==> src/rtl/conv1d_obi_pkg.sv <==
// Shared OBI request/response types and defaults for the conv1d accelerator bus ports.
// Latency: n/a (types and constants only).
// Backpressure: n/a.
package conv1d_obi_pkg;

    localparam int OBI_AW = 32;
    localparam int OBI_DW = 32;
    localparam int MAX_OUTSTANDING_DEFAULT = 2;

    typedef struct packed {
        logic                  req;
        logic                  we;
        logic [OBI_DW/8-1:0]   be;
        logic [OBI_AW-1:0]     addr;
        logic [OBI_DW-1:0]     wdata;
    } obi_req_t;

    typedef struct packed {
        logic                  gnt;
        logic                  rvalid;
        logic [OBI_DW-1:0]     rdata;
    } obi_resp_t;

    // Request register state of the SRAM-to-OBI master bridge.
    typedef enum logic {
        REQ_IDLE    = 1'b0,
        REQ_PENDING = 1'b1
    } req_state_e;

endpackage

==> src/rtl/conv1d_resp_fifo.sv <==
// Generic synchronous FIFO with occupancy count.
// Latency: a pushed entry is visible at pop_data the cycle after the push (no bypass).
// Backpressure: push is ignored when full and pop when empty; callers keep both legal.
module conv1d_resp_fifo #(
    parameter int  DEPTH = 2,
    parameter type dtype = logic
) (
    input  logic                         clk_i,
    input  logic                         rst_ni,
    input  logic                         push,
    input  dtype                         push_data,
    input  logic                         pop,
    output dtype                         pop_data,
    output logic                         full,
    output logic                         empty,
    output logic [$clog2(DEPTH+1)-1:0]   count
);
    localparam int PW = (DEPTH > 1) ? $clog2(DEPTH) : 1;
    localparam int CW = $clog2(DEPTH + 1);

    dtype          mem [DEPTH];
    logic [PW-1:0] wr_ptr;
    logic [PW-1:0] rd_ptr;
    logic          do_push;
    logic          do_pop;

    function automatic logic [PW-1:0] next_ptr(input logic [PW-1:0] p);
        return (p == PW'(DEPTH - 1)) ? '0 : p + 1'b1;
    endfunction

    assign do_push  = push && !full;
    assign do_pop   = pop && !empty;
    assign full     = (count == CW'(DEPTH));
    assign empty    = (count == '0);
    assign pop_data = mem[rd_ptr];

    // Pointer and occupancy bookkeeping; push and pop together keep the count.
    always_ff @(posedge clk_i or negedge rst_ni) begin
        if (!rst_ni) begin
            wr_ptr <= '0;
            rd_ptr <= '0;
            count  <= '0;
        end else begin
            if (do_push) wr_ptr <= next_ptr(wr_ptr);
            if (do_pop)  rd_ptr <= next_ptr(rd_ptr);
            case ({do_push, do_pop})
                2'b10:   count <= count + 1'b1;
                2'b01:   count <= count - 1'b1;
                default: count <= count;
            endcase
        end
    end

    // Storage array; contents are only meaningful below the count, so no reset.
    always_ff @(posedge clk_i) begin
        if (do_push) mem[wr_ptr] <= push_data;
    end

endmodule

==> src/rtl/conv1d_sram_to_obi_mst.sv <==
// Bridges SRAM-style valid/ready requests from the conv1d datapath onto an OBI master port.
// Latency: OBI req the cycle after handshake; local response one cycle after OBI rvalid.
// Backpressure: credits cap issued-but-unconsumed txns, so a stalled consumer eventually stalls the requester.
module conv1d_sram_to_obi_mst #(
    parameter type obi_req_t       = conv1d_obi_pkg::obi_req_t,
    parameter type obi_resp_t      = conv1d_obi_pkg::obi_resp_t,
    parameter int  MAX_OUTSTANDING = conv1d_obi_pkg::MAX_OUTSTANDING_DEFAULT,
    parameter int  AW              = 32,
    parameter int  DW              = 32
) (
    input  logic              clk_i,
    input  logic              rst_ni,
    input  logic              req_valid_i,
    output logic              req_ready_o,
    input  logic              req_we_i,
    input  logic [DW/8-1:0]   req_be_i,
    input  logic [AW-1:0]     req_addr_i,
    input  logic [DW-1:0]     req_wdata_i,
    output logic              rsp_valid_o,
    input  logic              rsp_ready_i,
    output logic [DW-1:0]     rsp_rdata_o,
    output logic              rsp_we_o,
    output obi_req_t          obi_req_o,
    input  obi_resp_t         obi_rsp_i
);
    import conv1d_obi_pkg::*;

    localparam int BEW = DW / 8;
    localparam int CW  = $clog2(MAX_OUTSTANDING + 1);

    req_state_e      state;
    logic            we_q;
    logic [BEW-1:0]  be_q;
    logic [AW-1:0]   addr_q;
    logic [DW-1:0]   wdata_q;

    logic            credit_ok;
    logic            obi_req_vld;
    logic            grant;
    logic            handshake;
    logic            rvalid_acc;
    logic            rsp_pop;
    logic [CW-1:0]   inflight;
    logic [CW-1:0]   rsp_count;
    logic            we_flag;
    logic            we_full;
    logic            we_empty;
    logic            rsp_full;
    logic            rsp_empty;
    logic [DW:0]     rsp_entry;

    // Responses already buffered still hold a credit until the consumer takes them,
    // which guarantees an arriving rvalid always finds room in the response FIFO.
    assign credit_ok   = (int'(inflight) + int'(rsp_count)) < MAX_OUTSTANDING;
    assign obi_req_vld = (state == REQ_PENDING) && credit_ok;
    assign grant       = obi_req_vld && obi_rsp_i.gnt;
    assign req_ready_o = (state == REQ_IDLE) || grant;
    assign handshake   = req_valid_i && req_ready_o;
    // An rvalid with nothing in flight (e.g. a stale reply across a reset) is dropped.
    assign rvalid_acc  = obi_rsp_i.rvalid && !we_empty;
    assign rsp_valid_o = !rsp_empty;
    assign rsp_pop     = rsp_valid_o && rsp_ready_i;
    assign rsp_rdata_o = rsp_entry[DW:1];
    assign rsp_we_o    = rsp_entry[0];

    // OBI request fields come straight from the request register so they hold until grant.
    always_comb begin
        obi_req_o       = '0;
        obi_req_o.req   = obi_req_vld;
        obi_req_o.we    = we_q;
        obi_req_o.be    = be_q;
        obi_req_o.addr  = addr_q;
        obi_req_o.wdata = wdata_q;
    end

    // Request register FSM: load on handshake (also on the granting cycle), drop to idle on a bare grant.
    always_ff @(posedge clk_i or negedge rst_ni) begin
        if (!rst_ni) begin
            state   <= REQ_IDLE;
            we_q    <= 1'b0;
            be_q    <= '0;
            addr_q  <= '0;
            wdata_q <= '0;
        end else if (handshake) begin
            state   <= REQ_PENDING;
            we_q    <= req_we_i;
            be_q    <= req_be_i;
            addr_q  <= req_addr_i;
            wdata_q <= req_wdata_i;
        end else if (grant) begin
            state   <= REQ_IDLE;
        end
    end

    // Per-txn write flag in grant order; its occupancy is the in-flight count.
    conv1d_resp_fifo #(
        .DEPTH (MAX_OUTSTANDING),
        .dtype (logic)
    ) u_we_fifo (
        .clk_i     (clk_i),
        .rst_ni    (rst_ni),
        .push      (grant),
        .push_data (we_q),
        .pop       (rvalid_acc),
        .pop_data  (we_flag),
        .full      (we_full),
        .empty     (we_empty),
        .count     (inflight)
    );

    // Returned data paired with its write flag, waiting for the consumer.
    conv1d_resp_fifo #(
        .DEPTH (MAX_OUTSTANDING),
        .dtype (logic [DW:0])
    ) u_rsp_fifo (
        .clk_i     (clk_i),
        .rst_ni    (rst_ni),
        .push      (rvalid_acc),
        .push_data ({obi_rsp_i.rdata, we_flag}),
        .pop       (rsp_pop),
        .pop_data  (rsp_entry),
        .full      (rsp_full),
        .empty     (rsp_empty),
        .count     (rsp_count)
    );

`ifndef SYNTHESIS
    logic sva_armed;

    // Protocol checks stay quiet for the first cycle after reset release.
    always_ff @(posedge clk_i or negedge rst_ni) begin
        if (!rst_ni) sva_armed <= 1'b0;
        else         sva_armed <= 1'b1;
    end

    a_rvalid_needs_inflight: assert property (@(posedge clk_i) disable iff (!rst_ni || !sva_armed)
        obi_rsp_i.rvalid |-> !we_empty);

    a_req_stable_until_gnt: assert property (@(posedge clk_i) disable iff (!rst_ni || !sva_armed)
        (obi_req_o.req && !obi_rsp_i.gnt) |=> (obi_req_o.req && $stable(obi_req_o.addr) &&
        $stable(obi_req_o.we) && $stable(obi_req_o.be) && $stable(obi_req_o.wdata)));

    a_no_push_when_full: assert property (@(posedge clk_i) disable iff (!rst_ni || !sva_armed)
        !(grant && we_full) && !(rvalid_acc && rsp_full));
`endif

endmodule

==> config.mk <==
export PLATFORM = sky130hd
export DESIGN_NAME = conv1d_sram_to_obi_mst
export DESIGN_NICKNAME = d
export VERILOG_FILES = /design/src/rtl/conv1d_obi_pkg.sv /design/src/rtl/conv1d_resp_fifo.sv /design/src/rtl/conv1d_sram_to_obi_mst.sv
export SDC_FILE = /design/constraint.sdc
export NUM_CORES = 1
export LEC_CHECK = 0
export CAP_MARGIN = 20
export CORE_ASPECT_RATIO = 0.6
export CORE_MARGIN = 2
export CORE_UTILIZATION = 40
export DETAILED_ROUTE_END_ITERATION = 7
export MAX_ROUTING_LAYER = met4
export PLACE_DENSITY = 0.76
export SLEW_MARGIN = 20
export SYNTH_ARGS = -nofsm -noshare
export SYNTH_HDL_FRONTEND = slang
export SYNTH_HIERARCHICAL = 1
export SYNTH_SLANG_ARGS = --single-unit
==> constraint.sdc <==
create_clock -name clk_i -period 2.8 [get_ports clk_i]
set_clock_uncertainty 0.1 [all_clocks]
set_input_delay 0.84 -clock clk_i [delete_from_list [all_inputs] [get_ports clk_i]]
set_output_delay 0.84 -clock clk_i [all_outputs]
set_load 0.1 [all_outputs]
; Word-level counts from Yosys, hierarchy flattened
; Memories as Yosys holds them, arrays and structs flattened.
; Index checks and enable logic that the tools add are counted.
[totals]
ramBits = 68
in_bits = 107
out_inout_bits = 105
elab_cells = 61
register_bits = 78
mem_count = 2
[op_classes]
magnitude_cmp = 1
add_sub_neg = 9
n_reduce_logical = 19
mux = 12
eq_ne = 6
bitwise = 1
[memory_table]
columns = memory, words, width, rd, rd_ports_with_merged_regs, write_ports, line_no
row1 = u_rsp_fifo.mem, 2, 33, 1, 0, 1, conv1d_resp_fifo.sv:21  ; dtype mem [DEPTH];
row2 = u_we_fifo.mem, 2, 1, 1, 0, 1, conv1d_resp_fifo.sv:21
[ops]
columns = op, n
row1 = $mux 1, 10
row2 = $logic_and 1x1->1, 9
row3 = $eq 2x2->1 const B, 4
row4 = $pmux 2 s2, 2
row5 = $reduce_bool 2->1, 3
row6 = $add 1x1->1 const B, 4
row7 = $add 2x1->2 const B, 2
row8 = $eq 2x1->1 const B, 2
row9 = $logic_not 1->1, 4
row10 = $logic_not 2->1, 2
row11 = $sub 2x1->2 const B, 2
row12 = $add 2x2->3, 1
row13 = $lt 3x2->1 const B, 1
row14 = $logic_or 1x1->1, 1
row15 = $not 1->1, 1

; Depth between registers and ports, before layout
; Gate-level depths: netlist of the first run.
[logic_depth]
word_depth = 7
mapped_depth = 9
ltp_nobuf = 9

; Hierarchy
; The synthesis of the first run kept the hierarchy.
[by_module_without_submodules]
columns = module, area_per_inst_um2, cells_per_inst, seq_area_each_um2, n_inst
row1 = conv1d_sram_to_obi_mst, 2757.6, 160, 1751.7, 1
row2 = conv1d_resp_fifo (u_rsp_fifo), 2730.1, 121, 2082.0, 1
row3 = conv1d_resp_fifo (u_we_fifo), 267.8, 21, 160.2, 1

; Least setup slack after synthesis of the first run
; No wires, ideal clock.
[synth_timing]
path_type = input port to flip-flop
startpoint = input obi_rsp_i[32] (netlist bit)
endpoint = memory u_rsp_fifo/mem[0][0] (netlist bit), enable pin
arrival_ns = 2.513
path_stages = 3
required_ns = 2.277
setup_slack_ns = -0.236
path_buffers = 0
setup_time_ns = 0.423
path_cell_list = nor2b_1 > nand2_1 > nor2_1
[synth_between]
elab_chain_cells = 4
[synth_rtl]
columns = element, line_no
row1 = "start, declared", conv1d_sram_to_obi_mst.sv:24  ; input obi_resp_t obi_rsp_i
row2 = $logic_and 1x1->1, conv1d_sram_to_obi_mst.sv:60  ; assign rvalid_acc = obi_rsp_i.rvalid && !we_empty;
row3 = $logic_and 1x1->1, conv1d_resp_fifo.sv:31  ; assign do_push = push && !full;
row4 = $mux 1, conv1d_resp_fifo.sv:56  ; if (do_push) mem[wr_ptr] <= push_data;
row5 = $mux 1 (not written as such), conv1d_resp_fifo.sv:56
row6 = "end, declared", conv1d_resp_fifo.sv:21
; No other way between the ends.

; Final worst setup path of the first run
[layout_timing]
startpoint = register u_rsp_fifo.count[0]
endpoint = output req_ready_o
[layout_between]
elab_chain_cells = 5
[layout_rtl]
columns = element, line_no
row1 = "start, declared", conv1d_resp_fifo.sv:16  ; output logic [$clog2(DEPTH+1)-1:0] count
row2 = "start signal, assigned", conv1d_resp_fifo.sv:47  ; 2'b10: count <= count + 1'b1;
row3 = "start signal, assigned", conv1d_resp_fifo.sv:48  ; 2'b01: count <= count - 1'b1;
row4 = "start signal, assigned", conv1d_resp_fifo.sv:49  ; default: count <= count;
row5 = $add 2x2->3, conv1d_sram_to_obi_mst.sv:54  ; assign credit_ok = (int'(inflight) + int'(rsp_count)) < MAX_OUTSTANDING;
row6 = $lt 3x2->1, conv1d_sram_to_obi_mst.sv:54
row7 = $logic_and 1x1->1, conv1d_sram_to_obi_mst.sv:55  ; assign obi_req_vld = (state == REQ_PENDING) && credit_ok;
row8 = $logic_and 1x1->1, conv1d_sram_to_obi_mst.sv:56  ; assign grant = obi_req_vld && obi_rsp_i.gnt;
row9 = $logic_or 1x1->1, conv1d_sram_to_obi_mst.sv:57  ; assign req_ready_o = (state == REQ_IDLE) || grant;
row10 = "end, declared", conv1d_sram_to_obi_mst.sv:14  ; output logic req_ready_o,
; No other way between the ends.

==> results of run 1 <==
[placed cells by master (no fill, tap or decap)]
cell and instances:
a21bo_2 1, a31oi_4 1, and2_4 2, and3_1 2
and3_2 1, buf_12 39, buf_4 80, clkbuf_16 17
clkbuf_8 3, clkdlybuf4s50_1 105, clkinv_4 4, clkinvlp_4 3
dfrtp_1 77, dfrtp_2 1, edfxtp_1 68, fa_1 1
ha_1 2, inv_1 1, inv_4 2, inv_6 3
mux2_2 64, mux2_4 39, nand2_1 2, nand2b_1 3
nor2_1 5, nor2_4 2, nor2b_1 2, nor2b_2 2
nor2b_4 1, xnor2_1 6, xor2_1 4
[layout make-up]
class / count / area, um2
Clock buffer: 20 / 466.7
Multi-Input combinational cell: 140 / 1619
Fill cell: 979 / 4979
Tap cell: 192 / 240.2
Inverter: 1 / 3.754
Sequential cell: 146 / 3995
Timing Repair Buffer: 224 / 2432
Clock inverter: 12 / 96.34
[per-layer routing]
layer / vias to the layer above / track usage / share of wire
met2: 114 / 0.2526 / 0.47
met4: 0 / 0.06351 / 0.016
met1: 1676 / 0.2173 / 0.46
met3: 13 / 0.04846 / 0.055
li1: 1556 / - / -
met5: - / - / 0
[worst max-delay path by stage]
stage	slack, ns	from	endpoint
floorplan	0.13	u_we_fifo/count[0]	req_ready_o
global placement	0.20	obi_rsp_i[33]	req_ready_o
detailed placement	0.14	req_valid_i	wdata_q[20]
CTS	-0.10	u_rsp_fifo/count[0]	req_ready_o
global route	-0.10	u_rsp_fifo/count[0]	req_ready_o
finish	-0.05	u_rsp_fifo/count[0]	req_ready_o
[critical path: cells and delay by family (launching register included)]
family,cells,cell delay (ns)
fa+ha+maj,1,0.48
buf+inv,1,0.17
flops,1,0.38
simple gates,2,0.30
compound gates,1,0.18
[registers in the layout, indices dropped and copies added (netlist names)]
name and cells:
u_we_fifo/wr_ptr 1, u_rsp_fifo/mem 66, wdata_q 32, we_q 1
be_q 4, u_we_fifo/count 2, u_we_fifo/rd_ptr 1, u_rsp_fifo/rd_ptr 1
addr_q 32, u_we_fifo/mem 2, u_rsp_fifo/count 2, u_rsp_fifo/wr_ptr 1
state 1
[through the flow]
stage	hold slack (ns)	setup WS, ns	instance area (um2)
floorplan	0.3502	0.1341	5751
global placement	0.3655	0.1981	8250
detailed placement	0.3821	0.1438	8250
CTS	0.3122	-0.1014	8846
global route	0.3355	-0.1029	8853
finish	0.3045	-0.05030	8853
[timing repair]
item	CTS	global route
setup endpoints to repair	2	2
resized for setup	3	0
setup buffers	3	1
pin swaps	4	1
==> summary.md, run 1 <==
| Metric | Value |
|---|---|
| Outcome | `finished with violations` |
| Failing checks | `setup timing` |
| Cells after DPL | `699` |
| Final Hold Viols | `0` |
| Largest net degree at the start of global routing | `46` |
| Row cnt | `33` |
| Tcrit/Tclk final | `1.018` |
| Critical path startpoint category | `flip-flop` |
| Antenna violations before repair | `0` |
| Routed vias/inst | `4.570` |
| Port buffer count | `211` |
| Final slew viol count | `0` |
| Die Y | `96.86 um` |
| First-pass DRT Iterations | `4` |
| H-tree depth | `4` |
| First-pass GRT wire length | `19.60 mm` |
| Core area | `13830 um2` |
| Clock root buffer | `clkbuf_16` |
| # nets final | `640` |
| Initial drt markers | `133` |
| Setup CP Type | `flip-flop to primary output` |
| Tmin final | `2.850 ns` |
| Clk buf depth | `2` |
| Worst flop-to-flop path endpoint | `wdata_q[20]` |
| ANT nets after route | `0` |
| Crit end category | `primary output` |
| Yosys warnings | `6` |
| Worst r2r path cells | `8` |
| Post-synthesis instance total | `300` |
| CP required | `1.86 ns` |
| Area Overhead vs Synth | `54.03%` |
| WL/cell | `16.31 um` |
| GRT overflow | `0` |
| Slew @ Worst Pin | `0.5297 ns` |
| Avg Cell Area, Syn | `19.16 um2` |
| Fmax | `350.8 MHz` |
| Residual DRC | `0` |
| Reg clk slew, reported paths | `0.06 ns` |
| Max_cap viols | `0` |
| Setup TNS | `-0.08100 ns` |
| CTS buffer count | `17` |
| Die X | `158.8 um` |
| Critical path's largest stage delay | `0.48 ns` |
| Layout cells sized above 1 | `0.4880` |
| Final worst slack | `-0.05030 ns` |
| Unrepaired setup endpoints after global routing | `yes` |
| Via count | `3359` |
| IO Count | `212` |
| Die footprint | `15380 um2` |
| Hold_buf cts | `0` |
| Reg-to-Reg Start | `u_rsp_fifo/count[0]` |
| Syn Std Cell Area | `5748 um2` |
| Worst skew pair latency | `0.40 ns` |
| Critical Path AT | `1.91 ns` |
| Slew headroom | `0.6469` |
| WL final | `11.99 mm` |
| CP Max Fanout | `3` |
| Finished Layout Cells | `735` |
| Critical-path top delay cell | `fa_1` |
| Tightest Hold Check Type | `input pin to asynchronous set/reset pin` |
| Clock sink count | `146` |
| Ant. Diodes | `0` |
| Syn Nets | `410` |
| Final RePlAce weighted congestion | `0.7596` |
| Vias in the first global route | `3653` |
| Finished Core Util | `0.6401` |
| Total track usage | `0.1680` |
| TritonCTS clock tree | `done` |
| CP Cell Sequence | `and2_4, fa_1, nor2_4, a21bo_2, buf_12` |
| Final setup fails | `2` |
| Dpl hpwl | `8.700 mm` |
| R2R setup slack | `0.26 ns` |
| Initial core utilization | `0.4156` |
Power of run 1 is not shown: default switching activity piles up to over one toggle a cycle in this logic, so the estimate is an artifact.
==> run 2: changes to the inputs <==
- SLEW_MARGIN: 20 -> 30
==> results of run 2 <==
No change in the layout: final DEF, timing and power equal those of run 1.
Power of run 2 is left out for the same reason.
